### src/rtl/fetch_stage_pkg.sv
// Shared fetch-stage types and constants: NOP encoding, queue entry layout, reset PC default.
`ifndef DATA_WIDTH
`define DATA_WIDTH 32
`endif
`ifndef INSTR_WIDTH
`define INSTR_WIDTH 32
`endif

package fetch_stage_pkg;

  localparam logic [`INSTR_WIDTH-1:0] NOP_INSTRUCTION  = 32'h0000_0013;
  localparam logic [`DATA_WIDTH-1:0]  RESET_PC_DEFAULT = '0;

  typedef struct packed {
    logic [`DATA_WIDTH-1:0]  pc;
    logic [`INSTR_WIDTH-1:0] instr;
  } fetch_entry_t;

endpackage

### src/rtl/fetch_stage_queue.sv
// Small synchronous FIFO of fetched {pc, instr} entries; flush wins over push and pop.
module fetch_queue
  import fetch_stage_pkg::*;
#(
  parameter int unsigned DEPTH = 2,
  localparam int unsigned AW = $clog2(DEPTH)
) (
  input  logic         clk,
  input  logic         rst,
  input  logic         push,
  input  fetch_entry_t push_data,
  input  logic         pop,
  input  logic         flush,
  output fetch_entry_t head,
  output logic [AW:0]  count,
  output logic         empty
);

  fetch_entry_t   mem [DEPTH];
  logic [AW-1:0]  rd_ptr;
  logic [AW-1:0]  wr_ptr;
  logic           do_push;
  logic           do_pop;

  assign empty   = (count == '0);
  assign do_push = push && !flush && (count < (AW+1)'(DEPTH));
  assign do_pop  = pop && !flush && !empty;
  assign head    = mem[rd_ptr];

  always_ff @(posedge clk) begin
    if (rst || flush) begin
      rd_ptr <= '0;
      wr_ptr <= '0;
      count  <= '0;
    end else begin
      if (do_push) wr_ptr <= wr_ptr + 1'b1;
      if (do_pop)  rd_ptr <= rd_ptr + 1'b1;
      case ({do_push, do_pop})
        2'b10:   count <= count + 1'b1;
        2'b01:   count <= count - 1'b1;
        default: count <= count;
      endcase
    end
  end

  always_ff @(posedge clk) begin
    if (do_push) mem[wr_ptr] <= push_data;
  end

endmodule

### src/rtl/fetch_stage.sv
// Instruction fetch stage: PC, single-outstanding imem request channel, instruction queue.
// Optional FETCH_MISALIGN_CHECK_EN adds sticky fetch_misalign_o on misaligned redirect targets.
`ifndef DATA_WIDTH
`define DATA_WIDTH 32
`endif
`ifndef INSTR_WIDTH
`define INSTR_WIDTH 32
`endif

module fetch_stage
  import fetch_stage_pkg::*;
#(
  parameter logic [`DATA_WIDTH-1:0] RESET_PC  = RESET_PC_DEFAULT,
  parameter int unsigned            BUF_DEPTH = 2
) (
  input  logic                    clk,
  input  logic                    rst,
  input  logic                    stall_f_i,
  input  logic                    redirect_i,
  input  logic [`DATA_WIDTH-1:0]  redirect_pc_i,
  output logic                    imem_req_valid_o,
  input  logic                    imem_req_ready_i,
  output logic [`DATA_WIDTH-1:0]  imem_req_addr_o,
  input  logic                    imem_rsp_valid_i,
  input  logic [`INSTR_WIDTH-1:0] imem_rsp_data_i,
  output logic [`INSTR_WIDTH-1:0] instr_f_o,
  output logic [`DATA_WIDTH-1:0]  pc_f_o,
  output logic [`DATA_WIDTH-1:0]  pc_plus_4_f_o,
  output logic                    fetch_valid_o
`ifdef FETCH_MISALIGN_CHECK_EN
  ,
  output logic                    fetch_misalign_o
`endif
);

  localparam int unsigned CW = $clog2(BUF_DEPTH) + 1;

  logic [`DATA_WIDTH-1:0] fetch_pc;
  logic [`DATA_WIDTH-1:0] inflight_pc;
  logic                   outstanding;
  logic                   discard;
  logic                   halt;
  logic [`DATA_WIDTH-1:0] redirect_tgt;
  logic                   pop;
  logic                   push;
  logic                   req_hs;
  logic [CW:0]            occupancy;
  logic [CW-1:0]          count;
  logic                   empty;
  fetch_entry_t           head;
  fetch_entry_t           push_entry;

  assign redirect_tgt = redirect_pc_i & ~`DATA_WIDTH'(3);

`ifdef FETCH_MISALIGN_CHECK_EN
  logic misalign_q;
  always_ff @(posedge clk) begin
    if (rst)                                    misalign_q <= 1'b0;
    else if (redirect_i && |redirect_pc_i[1:0]) misalign_q <= 1'b1;
  end
  assign halt             = misalign_q;
  assign fetch_misalign_o = misalign_q;
`else
  assign halt = 1'b0;
`endif

  assign pop       = fetch_valid_o && !stall_f_i;
  // Entries already queued plus the one in flight, minus what leaves this cycle.
  assign occupancy = {1'b0, count} + (CW+1)'(outstanding) - (CW+1)'(pop);

  assign imem_req_valid_o = !rst && !redirect_i && !halt
                         && (!outstanding || imem_rsp_valid_i)
                         && (occupancy < (CW+1)'(BUF_DEPTH));
  assign imem_req_addr_o  = fetch_pc & ~`DATA_WIDTH'(3);
  assign req_hs           = imem_req_valid_o && imem_req_ready_i;

  assign push       = imem_rsp_valid_i && outstanding && !discard && !redirect_i && !rst;
  assign push_entry = '{pc: inflight_pc, instr: imem_rsp_data_i};

  always_ff @(posedge clk) begin
    if (rst) begin
      fetch_pc    <= RESET_PC;
      inflight_pc <= '0;
      outstanding <= 1'b0;
      discard     <= 1'b0;
    end else if (redirect_i) begin
      fetch_pc    <= redirect_tgt;
      outstanding <= outstanding && !imem_rsp_valid_i;
      if (outstanding && !imem_rsp_valid_i) discard <= 1'b1;
      else if (imem_rsp_valid_i)            discard <= 1'b0;
    end else begin
      if (req_hs) begin
        fetch_pc    <= fetch_pc + `DATA_WIDTH'(4);
        inflight_pc <= imem_req_addr_o;
        outstanding <= 1'b1;
      end else if (imem_rsp_valid_i) begin
        outstanding <= 1'b0;
      end
      if (imem_rsp_valid_i) discard <= 1'b0;
    end
  end

  fetch_queue #(.DEPTH(BUF_DEPTH)) u_queue (
    .clk       (clk),
    .rst       (rst),
    .push      (push),
    .push_data (push_entry),
    .pop       (pop),
    .flush     (redirect_i || halt),
    .head      (head),
    .count     (count),
    .empty     (empty)
  );

  assign fetch_valid_o = !empty;
  assign instr_f_o     = empty ? NOP_INSTRUCTION : head.instr;
  assign pc_f_o        = empty ? '0 : head.pc;
  assign pc_plus_4_f_o = empty ? '0 : head.pc + `DATA_WIDTH'(4);

endmodule

### config.mk
export PLATFORM = sky130hd
export DESIGN_NAME = fetch_stage
export DESIGN_NICKNAME = d
export VERILOG_FILES = /design/src/rtl/fetch_stage_pkg.sv /design/src/rtl/fetch_stage_queue.sv /design/src/rtl/fetch_stage.sv
export SDC_FILE = /design/constraint.sdc
export NUM_CORES = 1
export LEC_CHECK = 0
export CORE_MARGIN = 2
export CORE_UTILIZATION = 51
export DETAILED_ROUTE_END_ITERATION = 10
export PLACE_DENSITY = 0.87
export SETUP_SLACK_MARGIN = 0.02
export SLEW_MARGIN = 30
export SYNTH_ARGS = -nofsm -noshare
export SYNTH_HDL_FRONTEND = slang
export SYNTH_SLANG_ARGS = --single-unit
export TNS_END_PERCENT = 30
### constraint.sdc
create_clock -name clk -period 6.4 [get_ports clk]
set_input_delay 1.6 -clock clk [delete_from_list [all_inputs] [get_ports clk]]
set_output_delay 1.6 -clock clk [all_outputs]
set_load 0.01 [all_outputs]
==> reports/qor.txt, run 1 <==
=================================================================================
Total detailed-routing wirelength                                       20,500 µm
Die height                                                                 136 µm
Max transition margin                                                       38.8%
Final period utilization                                                    88.0%
Final min period                                                          5630 ps
Number of cells produced by synthesis                                         826
Avg Inst Size Synth                                                      10.7 µm²
Outcome                                                              complete, no violations
Post-cts resize count                                                           0
Post-synthesis cell area                                              0.00882 mm²
Warnings from Yosys                                                             0
Total routing resource utilization after global routing                     22.4%
Grt total ovfl                                                                  0
Floorplan core area                                                    0.0171 mm²
RSZ-0062 raised after global routing                                           no
Static Leakage                                                            3.55 nW
Number of enable-type register cells in the synthesized netlist               124
Clk_lat worst skew                                                         420 ps
Largest driver fanout on the critical path                                      3
Per-cell via count in the routed design                                      5.54
Placed wire-length estimate                                             14,400 µm
Antenna-violating nets left                                                     0
CTS H-tree depth                                                                4
Die Wd                                                                     136 µm
Number of optimization iterations in the first detailed-route pass              7
Number of remaining DRC errors                                                  0
Count of hold buffers inserted by post-cts repair                               0
Vias in the first global route                                              6,374
Top achievable clock speed                                                178 MHz
Number of rows created at floorplan                                            48
Total Die Area                                                         0.0184 mm²
Number of buffers added by the clock tree synthesis step                       17
Post-route cell area                                                   0.0114 mm²
CTS tree                                                                     done
Clock sink count                                                              191
Worst Setup Path Type                                                input port to output port
Maximum clock path buffer count                                                 2
Count of buffers inserted at the top-level ports                              191
Post-synthesis sequential element count                                       191
Final number of setup-violating endpoints                                       0
Category of the worst setup path launch point                          input port
Maximum resistive drop on vdd                                            0.195 mV
Share of post-route cells with drive strength above 1                       6.93%
Design Power                                                              2.49 mW
IO Count                                                                      200
Post-CTS setup buffer count                                                     0
GPL Wtd Cong                                                                0.809
Data required, critical path                                              4800 ps
Iteration-0 DRC count of the detailed router                                  504
Pin count of the biggest net entering global routing                           78
Layout Skew                                                               6.90 ps
Clock-pin slew on the worst setup and hold paths                            70 ps
Transition time at the pin with the least slew margin                      915 ps
Max Cap Violations                                                              0
Tightest hold margin                                                       458 ps
Critical Path End Type                                                output port
Wire length per cell after detailed routing                               16.6 µm
Top FF cell, synth                                                   sky130_fd_sc_hd__edfxtp_1
Most instantiated cells after synthesis                              sky130_fd_sc_hd__edfxtp_1, sky130_fd_sc_hd__nand2_1, sky130_fd_sc_hd__nor2_1
Most used standard cell by instance count after synthesis            sky130_fd_sc_hd__edfxtp_1
Initial standard-cell utilization of the core                               51.5%
Cell at the root of the clock tree                                   sky130_fd_sc_hd__clkbuf_16
Number of unique standard cell types used by synthesis                         63
Type of the worst min-delay path                                     flip-flop to flip-flop
CP Data Arrival Time                                                      4030 ps
Setup TNS                                                                    0 ps
Antenna violations before repair                                                0
Area share of the leading cell type in the synthesized netlist              42.2%
Dpl cell area                                                          0.0109 mm²
Number of pins exceeding their max-slew limit in the final report               0
Post-synthesis async set-or-reset flop share                                   0%
Wire length of the first global-routing pass                            32,400 µm
Routed vias                                                                 6,845
Final standard cell utilization of the core                                 66.8%
Yosys top cell by area                                               sky130_fd_sc_hd__edfxtp_1
Filler Cell Count                                                           1,321
Cell types with the largest area share after synthesis               sky130_fd_sc_hd__edfxtp_1, sky130_fd_sc_hd__dfxtp_1, sky130_fd_sc_hd__mux2i_1
Fraction of the yosys area taken by sequential cells                        57.4%
Number of nets in the finished design                                       1,072
Relative area change from synthesis to final layout                         29.7%
Power density over the cells                                           218 mW/mm²
Ant diodes                                                                      0
Final hold viol count                                                           0
=================================================================================
## report_power, final
group | internal [mW] | leakage [nW] | switching, mW
logic | 0.0721 | 1.61 | 0.0582
clock network | 0.572 | 0.287 | 0.444
registers | 1.32 | 1.66 | 0.0224
## placed cells by master (no fill, tap or decap), types with 9 or more instances in the layout
cell / Yosys / routed
sky130_fd_sc_hd__o21ai_0: 21 / 21
sky130_fd_sc_hd__clkdlybuf4s50_1: 0 / 190
sky130_fd_sc_hd__buf_4: 7 / 9
sky130_fd_sc_hd__dfxtp_1: 67 / 66
sky130_fd_sc_hd__mux2i_1: 59 / 59
sky130_fd_sc_hd__nand4_1: 17 / 17
sky130_fd_sc_hd__nor2_1: 98 / 94
sky130_fd_sc_hd__and3_1: 9 / 9
sky130_fd_sc_hd__a21oi_1: 55 / 55
sky130_fd_sc_hd__mux2_2: 11 / 11
sky130_fd_sc_hd__edfxtp_1: 124 / 124
sky130_fd_sc_hd__a31oi_1: 16 / 16
sky130_fd_sc_hd__clkbuf_16: 0 / 18
sky130_fd_sc_hd__xnor2_1: 16 / 16
sky130_fd_sc_hd__nor3_1: 13 / 13
sky130_fd_sc_hd__nand2_1: 121 / 121
sky130_fd_sc_hd__nand3_1: 36 / 35
## sequential cells by signal, summed over array words and instances, names as in the netlist, named ones only
name,flops
u_queue.wr_ptr,1
inflight_pc,30
u_queue.mem,124
fetch_pc,30
discard,1
outstanding,1
u_queue.count,2
u_queue.rd_ptr,1
## worst paths after layout
check | from | to | slack [ps] | depth (start not counted)
setup / recovery | stall_f_i | imem_req_valid_o | 770 | 8
hold / removal | inflight_pc[29] | u_queue.mem[1][59] | 460 | 0
setup reg to reg | u_queue.count[1] | fetch_pc[22] | 2750 | 11
hold reg to reg | inflight_pc[29] | u_queue.mem[1][59] | 460 | 0
## layer usage
metal  GRT usage (%)  vias up  routed length, µm
met3            5.42       32               1720
met1            30.1     3171               8800
met2            35.9      292               9560
li1                -     3350                  -
met4            7.93        0                387
met5               0        -                  0
## cells by family (layout without fill, tap and decap cells)
logic type,Yosys count,in the layout,share of synthesized area [%]
compound gates,128,128,9.09
fa+ha+maj,5,5,0.794
xor+xnor,21,21,2.09
other cells,1,6,0.0425
mux,72,72,8.35
buf+inv,61,240,3.28
simple gates,347,347,18.9
flops,191,191,57.4
## metrics by stage
stage / setup WS, ps / instances
floorplan: 1060 / 831
global placement: 829 / 1203
detailed placement: 749 / 1203
CTS: 749 / 1235
global route: 484 / 1235
finish: 767 / 1235
## worst max-delay path, stage by stage
cell and delay (ps):
sky130_fd_sc_hd__clkdlybuf4s50_1 430, sky130_fd_sc_hd__nor2_1 200, sky130_fd_sc_hd__ha_1 260, sky130_fd_sc_hd__nand2b_1 150, sky130_fd_sc_hd__fa_1 380, sky130_fd_sc_hd__xnor2_1 250, sky130_fd_sc_hd__and4_1 240, sky130_fd_sc_hd__clkdlybuf4s50_1 530
## layout make-up
| cell class | instances | area [µm²] | share of cell area (%) |
|---|---|---|---|
| timing repair buffer | 200 | 1970 | 17.3 |
| clock buffer | 20 | 468 | 4.09 |
| tap | 225 | 282 | 2.46 |
| inverter | 8 | 30.0 | 0.262 |
| sequential | 191 | 5070 | 44.3 |
| clock inverter | 12 | 104 | 0.908 |
| multi-input combinational | 579 | 3520 | 30.7 |
Note: power is estimated with default switching activity, not from simulation.
==> inputs of run 2 (changes only) <==
--- a/config.mk
+++ b/config.mk
@@ -6,9 +6,10 @@
 export NUM_CORES = 1
 export LEC_CHECK = 0
 export CORE_MARGIN = 2
-export CORE_UTILIZATION = 51
+export CORE_UTILIZATION = 55
 export DETAILED_ROUTE_END_ITERATION = 10
-export PLACE_DENSITY = 0.87
+export PLACE_DENSITY = 0.92
+export REMOVE_ABC_BUFFERS = 1
 export SETUP_SLACK_MARGIN = 0.02
 export SLEW_MARGIN = 30
 export SYNTH_ARGS = -nofsm -noshare
==> constraint.sdc (replaced) <==
create_clock -name clk -period 7.32 [get_ports clk]
set_input_delay 1.83 -clock clk [delete_from_list [all_inputs] [get_ports clk]]
set_output_delay 1.83 -clock clk [all_outputs]
set_load 0.01 [all_outputs]
==> run 2 against run 1 <==
Register-to-register slack improved by 670 ps. Setup slack improved by 450 ps. Clock skew rose by 3.6 ps. Cell count shrank 0.49%. Combinational power down 12%. Worst hold slack improved by 3.0 ps. Via count grew 1.6%. First-iteration DRC count fell by 8.7%. Highest routed layer unchanged.
==> reports/qor.txt, run 2 (synthesized netlist as in run 1, its figures left out) <==
=================================================================================
Outcome                                                              complete, no violations
Post-cts resize count                                                           0
Max Cap Violations                                                              0
Largest driver fanout on the critical path                                      3
Final min period                                                          6100 ps
Top achievable clock speed                                                164 MHz
Die height                                                                 131 µm
Post-CTS setup buffer count                                                     0
Total detailed-routing wirelength                                       20,800 µm
Antenna-violating nets left                                                     0
Most used cells in the layout excluding fill and tap cells           sky130_fd_sc_hd__clkdlybuf4s50_1, sky130_fd_sc_hd__edfxtp_1, sky130_fd_sc_hd__nand2_1, sky130_fd_sc_hd__nor2_1, sky130_fd_sc_hd__dfxtp_1
Clk_lat worst skew                                                         430 ps
Number of optimization iterations in the first detailed-route pass              5
Maximum clock path buffer count                                                 2
Clock sink count                                                              191
Met1 capacity usage during global routing                                   29.1%
Final hold viol count                                                           0
Static Leakage                                                            3.59 nW
Worst reg2reg path depth                                                        9
Total routing resource utilization after global routing                     23.7%
Met2 capacity usage during global routing                                   41.1%
CTS tree                                                                     done
Grt total ovfl                                                                  0
Global routing's busiest layer                                               met2
GPL Wtd Cong                                                                0.800
Final period utilization                                                    83.3%
Antenna violations before repair                                                0
Share of post-route cells with drive strength above 1                       7.31%
Number of pins exceeding their max-slew limit in the final report               0
Number of nets in the finished design                                       1,075
Setup TNS                                                                    0 ps
RSZ-0062 raised after global routing                                           no
Final standard cell utilization of the core                                 73.0%
Wire length of the first global-routing pass                            31,300 µm
Most common cell after layout, fill and taps aside                   sky130_fd_sc_hd__clkdlybuf4s50_1
CTS H-tree depth                                                                4
Placed wire-length estimate                                             14,200 µm
Per-cell via count in the routed design                                      5.66
Floorplan core area                                                    0.0158 mm²
Largest registers                                                    u_queue.mem (124), fetch_pc (30), inflight_pc (30)
Clock-pin slew on the worst setup and hold paths                            70 ps
Pin count of the biggest net entering global routing                           78
CP Data Arrival Time                                                      4270 ps
Iteration-0 DRC count of the detailed router                                  460
Power density over the cells                                           191 mW/mm²
Max FFs per register                                                          124
Layout Skew                                                               10.5 ps
Number of buffers added by the clock tree synthesis step                       17
Count of hold buffers inserted by post-cts repair                               0
Total Die Area                                                         0.0171 mm²
Number of rows created at floorplan                                            46
Wire length per cell after detailed routing                               16.9 µm
Filler Cell Count                                                           1,104
Met3 GRT Util                                                               4.32%
Maximum resistive drop on vdd                                            0.176 mV
Type of the worst min-delay path                                     flip-flop to flip-flop
Max transition margin                                                       38.3%
Transition time at the pin with the least slew margin                      923 ps
Final number of setup-violating endpoints                                       0
Critical Path End Type                                                output port
Category of the worst setup path launch point                          input port
Register ranked first by flip-flop count                              u_queue.mem
Die Wd                                                                     131 µm
Worst Hold Depth                                                                0
Routed vias                                                                 6,952
IO Count                                                                      200
Worst Setup Path Type                                                input port to output port
Number of remaining DRC errors                                                  0
Ant diodes                                                                      0
Vias in the first global route                                              6,345
Initial standard-cell utilization of the core                               55.9%
Relative area change from synthesis to final layout                         30.5%
Cell at the root of the clock tree                                   sky130_fd_sc_hd__clkbuf_16
Data required, critical path                                              5490 ps
Count of buffers inserted at the top-level ports                              191
=================================================================================
-- run 2: per-stage QoR --
stage / setup WS (ps) / cells / area [µm²] / power (mW) / hold slack (ps)
floorplan: 801 / 778 / 8580 / 1.23 / 425
global placement: 1290 / 1195 / 10900 / 1.31 / 431
detailed placement: 1260 / 1196 / 10900 / 1.31 / 441
CTS: 1230 / 1228 / 11500 / 2.21 / 461
global route: 1060 / 1229 / 11500 / 2.26 / 475
finish: 1220 / 1229 / 11500 / 2.20 / 461
-- run 2: per-layer routing --
layer | share of wire, % | vias up
li1 | - | 3349
met1 | 40 | 3295
met2 | 51 | 271
met3 | 6.0 | 37
met4 | 2.4 | 0
met5 | 0 | -
-- run 2: path summary, 6_finish.rpt --
path	slack (ps)	endpoint	from
max	1220	imem_req_valid_o	stall_f_i
min reg2reg	460	u_queue.mem[1][60]	inflight_pc[30]
max reg2reg	3420	fetch_pc[26]	u_queue.count[1]
min	460	u_queue.mem[1][60]	inflight_pc[30]
-- run 2: worst max-delay path: stages --
cell and delay (ps):
sky130_fd_sc_hd__clkdlybuf4s50_1 420, sky130_fd_sc_hd__nor2_1 190, sky130_fd_sc_hd__ha_1 260, sky130_fd_sc_hd__nand2b_1 150, sky130_fd_sc_hd__fa_1 370, sky130_fd_sc_hd__xnor2_1 260, sky130_fd_sc_hd__and4_1 250, sky130_fd_sc_hd__clkdlybuf4s50_1 540
-- run 2: cell type report --
type / instances / area, µm² / area share (%)
Clock buffer: 20 / 468 / 4.07
Inverter: 8 / 30.0 / 0.261
Timing Repair Buffer: 203 / 2040 / 17.7
Sequential cell: 191 / 5070 / 44.0
Multi-Input combinational cell: 579 / 3510 / 30.5
Clock inverter: 12 / 120 / 1.04
Tap cell: 216 / 270 / 2.35
-- run 2: power by group --
part / internal, mW / leakage, nW / switching [mW]
logic: 0.0635 / 1.64 / 0.0511
registers: 1.15 / 1.66 / 0.0185
clock network: 0.507 / 0.291 / 0.406
==> inputs of run 3 (changes only) <==
--- a/config.mk
+++ b/config.mk
@@ -6,9 +6,9 @@
 export NUM_CORES = 1
 export LEC_CHECK = 0
 export CORE_MARGIN = 2
-export CORE_UTILIZATION = 55
+export CORE_UTILIZATION = 46
 export DETAILED_ROUTE_END_ITERATION = 10
-export PLACE_DENSITY = 0.92
+export PLACE_DENSITY = 0.83
 export REMOVE_ABC_BUFFERS = 1
 export SETUP_SLACK_MARGIN = 0.02
 export SLEW_MARGIN = 30
==> constraint.sdc (replaced) <==
create_clock -name clk -period 5.2 [get_ports clk]
set_input_delay 1.3 -clock clk [delete_from_list [all_inputs] [get_ports clk]]
set_output_delay 1.3 -clock clk [all_outputs]
set_load 0.01 [all_outputs]
==> run 3 against run 2 <==
Die area is 19% higher. Design area grew 0.19%. Setup slack lost 1000 ps. First-iteration DRC count shrank 8.0%. Clock skew is 2.9 ps higher. Critical endpoint unchanged. Largest power group unchanged.
==> reports/qor.txt, run 3 (synthesized netlist as in run 1, its figures left out) <==
=================================================================================
Outcome                                                              complete, no violations
Register ranked first by flip-flop count                              u_queue.mem
Static Leakage                                                            3.60 nW
Die height                                                                 142 µm
Max FFs per register                                                          124
Final min period                                                          5030 ps
Total detailed-routing wirelength                                       20,800 µm
Number of optimization iterations in the first detailed-route pass              5
Per-cell via count in the routed design                                      5.47
Total routing resource utilization after global routing                     20.3%
Initial standard-cell utilization of the core                               47.0%
Most used cells in the layout excluding fill and tap cells           sky130_fd_sc_hd__clkdlybuf4s50_1, sky130_fd_sc_hd__edfxtp_1, sky130_fd_sc_hd__nand2_1, sky130_fd_sc_hd__nor2_1, sky130_fd_sc_hd__dfxtp_1
Die Wd                                                                     142 µm
Relative area change from synthesis to final layout                         30.7%
Worst Setup Path Type                                                input port to output port
Largest registers                                                    u_queue.mem (124), fetch_pc (30), inflight_pc (30)
Data required, critical path                                              3900 ps
Floorplan core area                                                    0.0188 mm²
Number of buffers added by the clock tree synthesis step                       17
CTS tree                                                                     done
Maximum resistive drop on vdd                                            0.215 mV
Wire length per cell after detailed routing                               16.6 µm
Routed vias                                                                 6,851
Count of buffers inserted at the top-level ports                              191
Origin of the critical flop-to-flop path                             u_queue.count[1]
Share of post-route cells with drive strength above 1                       7.86%
Grt total ovfl                                                                  0
CTS H-tree depth                                                                4
Final period utilization                                                    96.7%
Number of pins exceeding their max-slew limit in the final report               0
Type of the worst min-delay path                                     flip-flop to flip-flop
Final standard cell utilization of the core                                 61.4%
Antenna-violating nets left                                                     0
Placed wire-length estimate                                             14,700 µm
Iteration-0 DRC count of the detailed router                                  423
Largest driver fanout on the critical path                                      3
Number of remaining DRC errors                                                  0
Top achievable clock speed                                                199 MHz
Wire length of the first global-routing pass                            32,700 µm
Category of the worst setup path launch point                          input port
Met3 GRT Util                                                               3.36%
Final hold viol count                                                           0
Layout Skew                                                               13.4 ps
Vias in the first global route                                              6,543
Max transition margin                                                       43.1%
Post-cts resize count                                                           0
Clock-pin slew on the worst setup and hold paths                            70 ps
Cell type of the slowest stage on the worst timing path              sky130_fd_sc_hd__clkdlybuf4s50_1
Tightest hold margin                                                       455 ps
Total Die Area                                                         0.0203 mm²
Hold Startpoint                                                      inflight_pc[27]
RSZ-0062 raised after global routing                                           no
Transition time at the pin with the least slew margin                      854 ps
Ant diodes                                                                      0
Global routing's busiest layer                                               met2
Cell at the root of the clock tree                                   sky130_fd_sc_hd__clkbuf_16
Power density over the cells                                           267 mW/mm²
Met2 capacity usage during global routing                                   34.8%
R2R Setup Slk                                                             1490 ps
Clk_lat worst skew                                                         420 ps
Met1 capacity usage during global routing                                   25.8%
Final number of setup-violating endpoints                                       0
Filler Cell Count                                                           1,536
Critical Path End Type                                                output port
CP Data Arrival Time                                                      3730 ps
Crit path largest cell delay                                               540 ps
Most common cell after layout, fill and taps aside                   sky130_fd_sc_hd__clkdlybuf4s50_1
Antenna violations before repair                                                0
Clock sink count                                                              191
Cell occurring most often along the worst timing path                sky130_fd_sc_hd__clkdlybuf4s50_1
Number of rows created at floorplan                                            50
GPL Wtd Cong                                                                0.832
Number of nets in the finished design                                       1,080
IO Count                                                                      200
Start point of the critical path                                        stall_f_i
Max Cap Violations                                                              0
Pin count of the biggest net entering global routing                           77
Maximum clock path buffer count                                                 2
Cell Chain, Critical Path                                            clkdlybuf4s50_1, nor2_1, ha_1, nand2b_1, fa_1, xnor2_1, and4_1, clkdlybuf4s50_1
=================================================================================
==> run 3: repair_timing <==
action | 4_1_cts | 5_1_grt
hold endpoints to repair | 0 | 0
buffers inserted | 0 | 1
setup endpoints to repair | 0 | 2
hold buffers | 0 | 0
==> run 3: metal layers <==
metal  vias to the layer above  routed length (µm)
li1                       3354                   -
met1                      3230                8890
met2                       240               10400
met3                        27                1130
met4                         0                 417
met5                         -                   0
==> run 3: layout make-up <==
type | instances | area [µm²] | share of cell area (%)
flip-flops and latches | 191 | 5070 | 44.0
clock buffers | 18 | 450 | 3.91
inverters | 8 | 30.0 | 0.260
clock inverters | 14 | 124 | 1.07
well taps | 234 | 293 | 2.54
repair buffers | 208 | 2050 | 17.8
multi-input cells | 579 | 3520 | 30.5
==> run 3: critical path: cells and delay by family <==
kind	cells	cell delay, ps
adder cells (fa/ha/maj)	2	630
buffers and inverters	2	960
XOR/XNOR	1	240
AND/OR/NAND/NOR	3	590
==> run 3: per-stage QoR <==
step	cells	setup slack, ps	power, mW	cell area [µm²]	setup TNS (ps)
after floorplan	778	-1190	1.73	8580	-57990
after global placement	1219	200	1.84	10900	0
after detailed placement	1219	156	1.85	10900	0
after CTS	1251	146	3.10	11500	0
after global routing	1252	66.6	3.18	11500	0
final	1252	172	3.08	11500	0
==> run 3: power by group <==
group	leakage, nW	total [mW]	internal, mW	switching (mW)
clock network	0.287	1.26	0.697	0.568
logic	1.65	0.162	0.0903	0.0716
registers	1.66	1.65	1.62	0.0265
==> run 3: path summary, 6_finish.rpt <==
path | end | cells past startpoint
setup reg to reg | fetch_pc[20] | 10
hold reg to reg | u_queue.mem[1][57] | 0
hold / removal | u_queue.mem[1][57] | 0
setup / recovery | imem_req_valid_o | 8
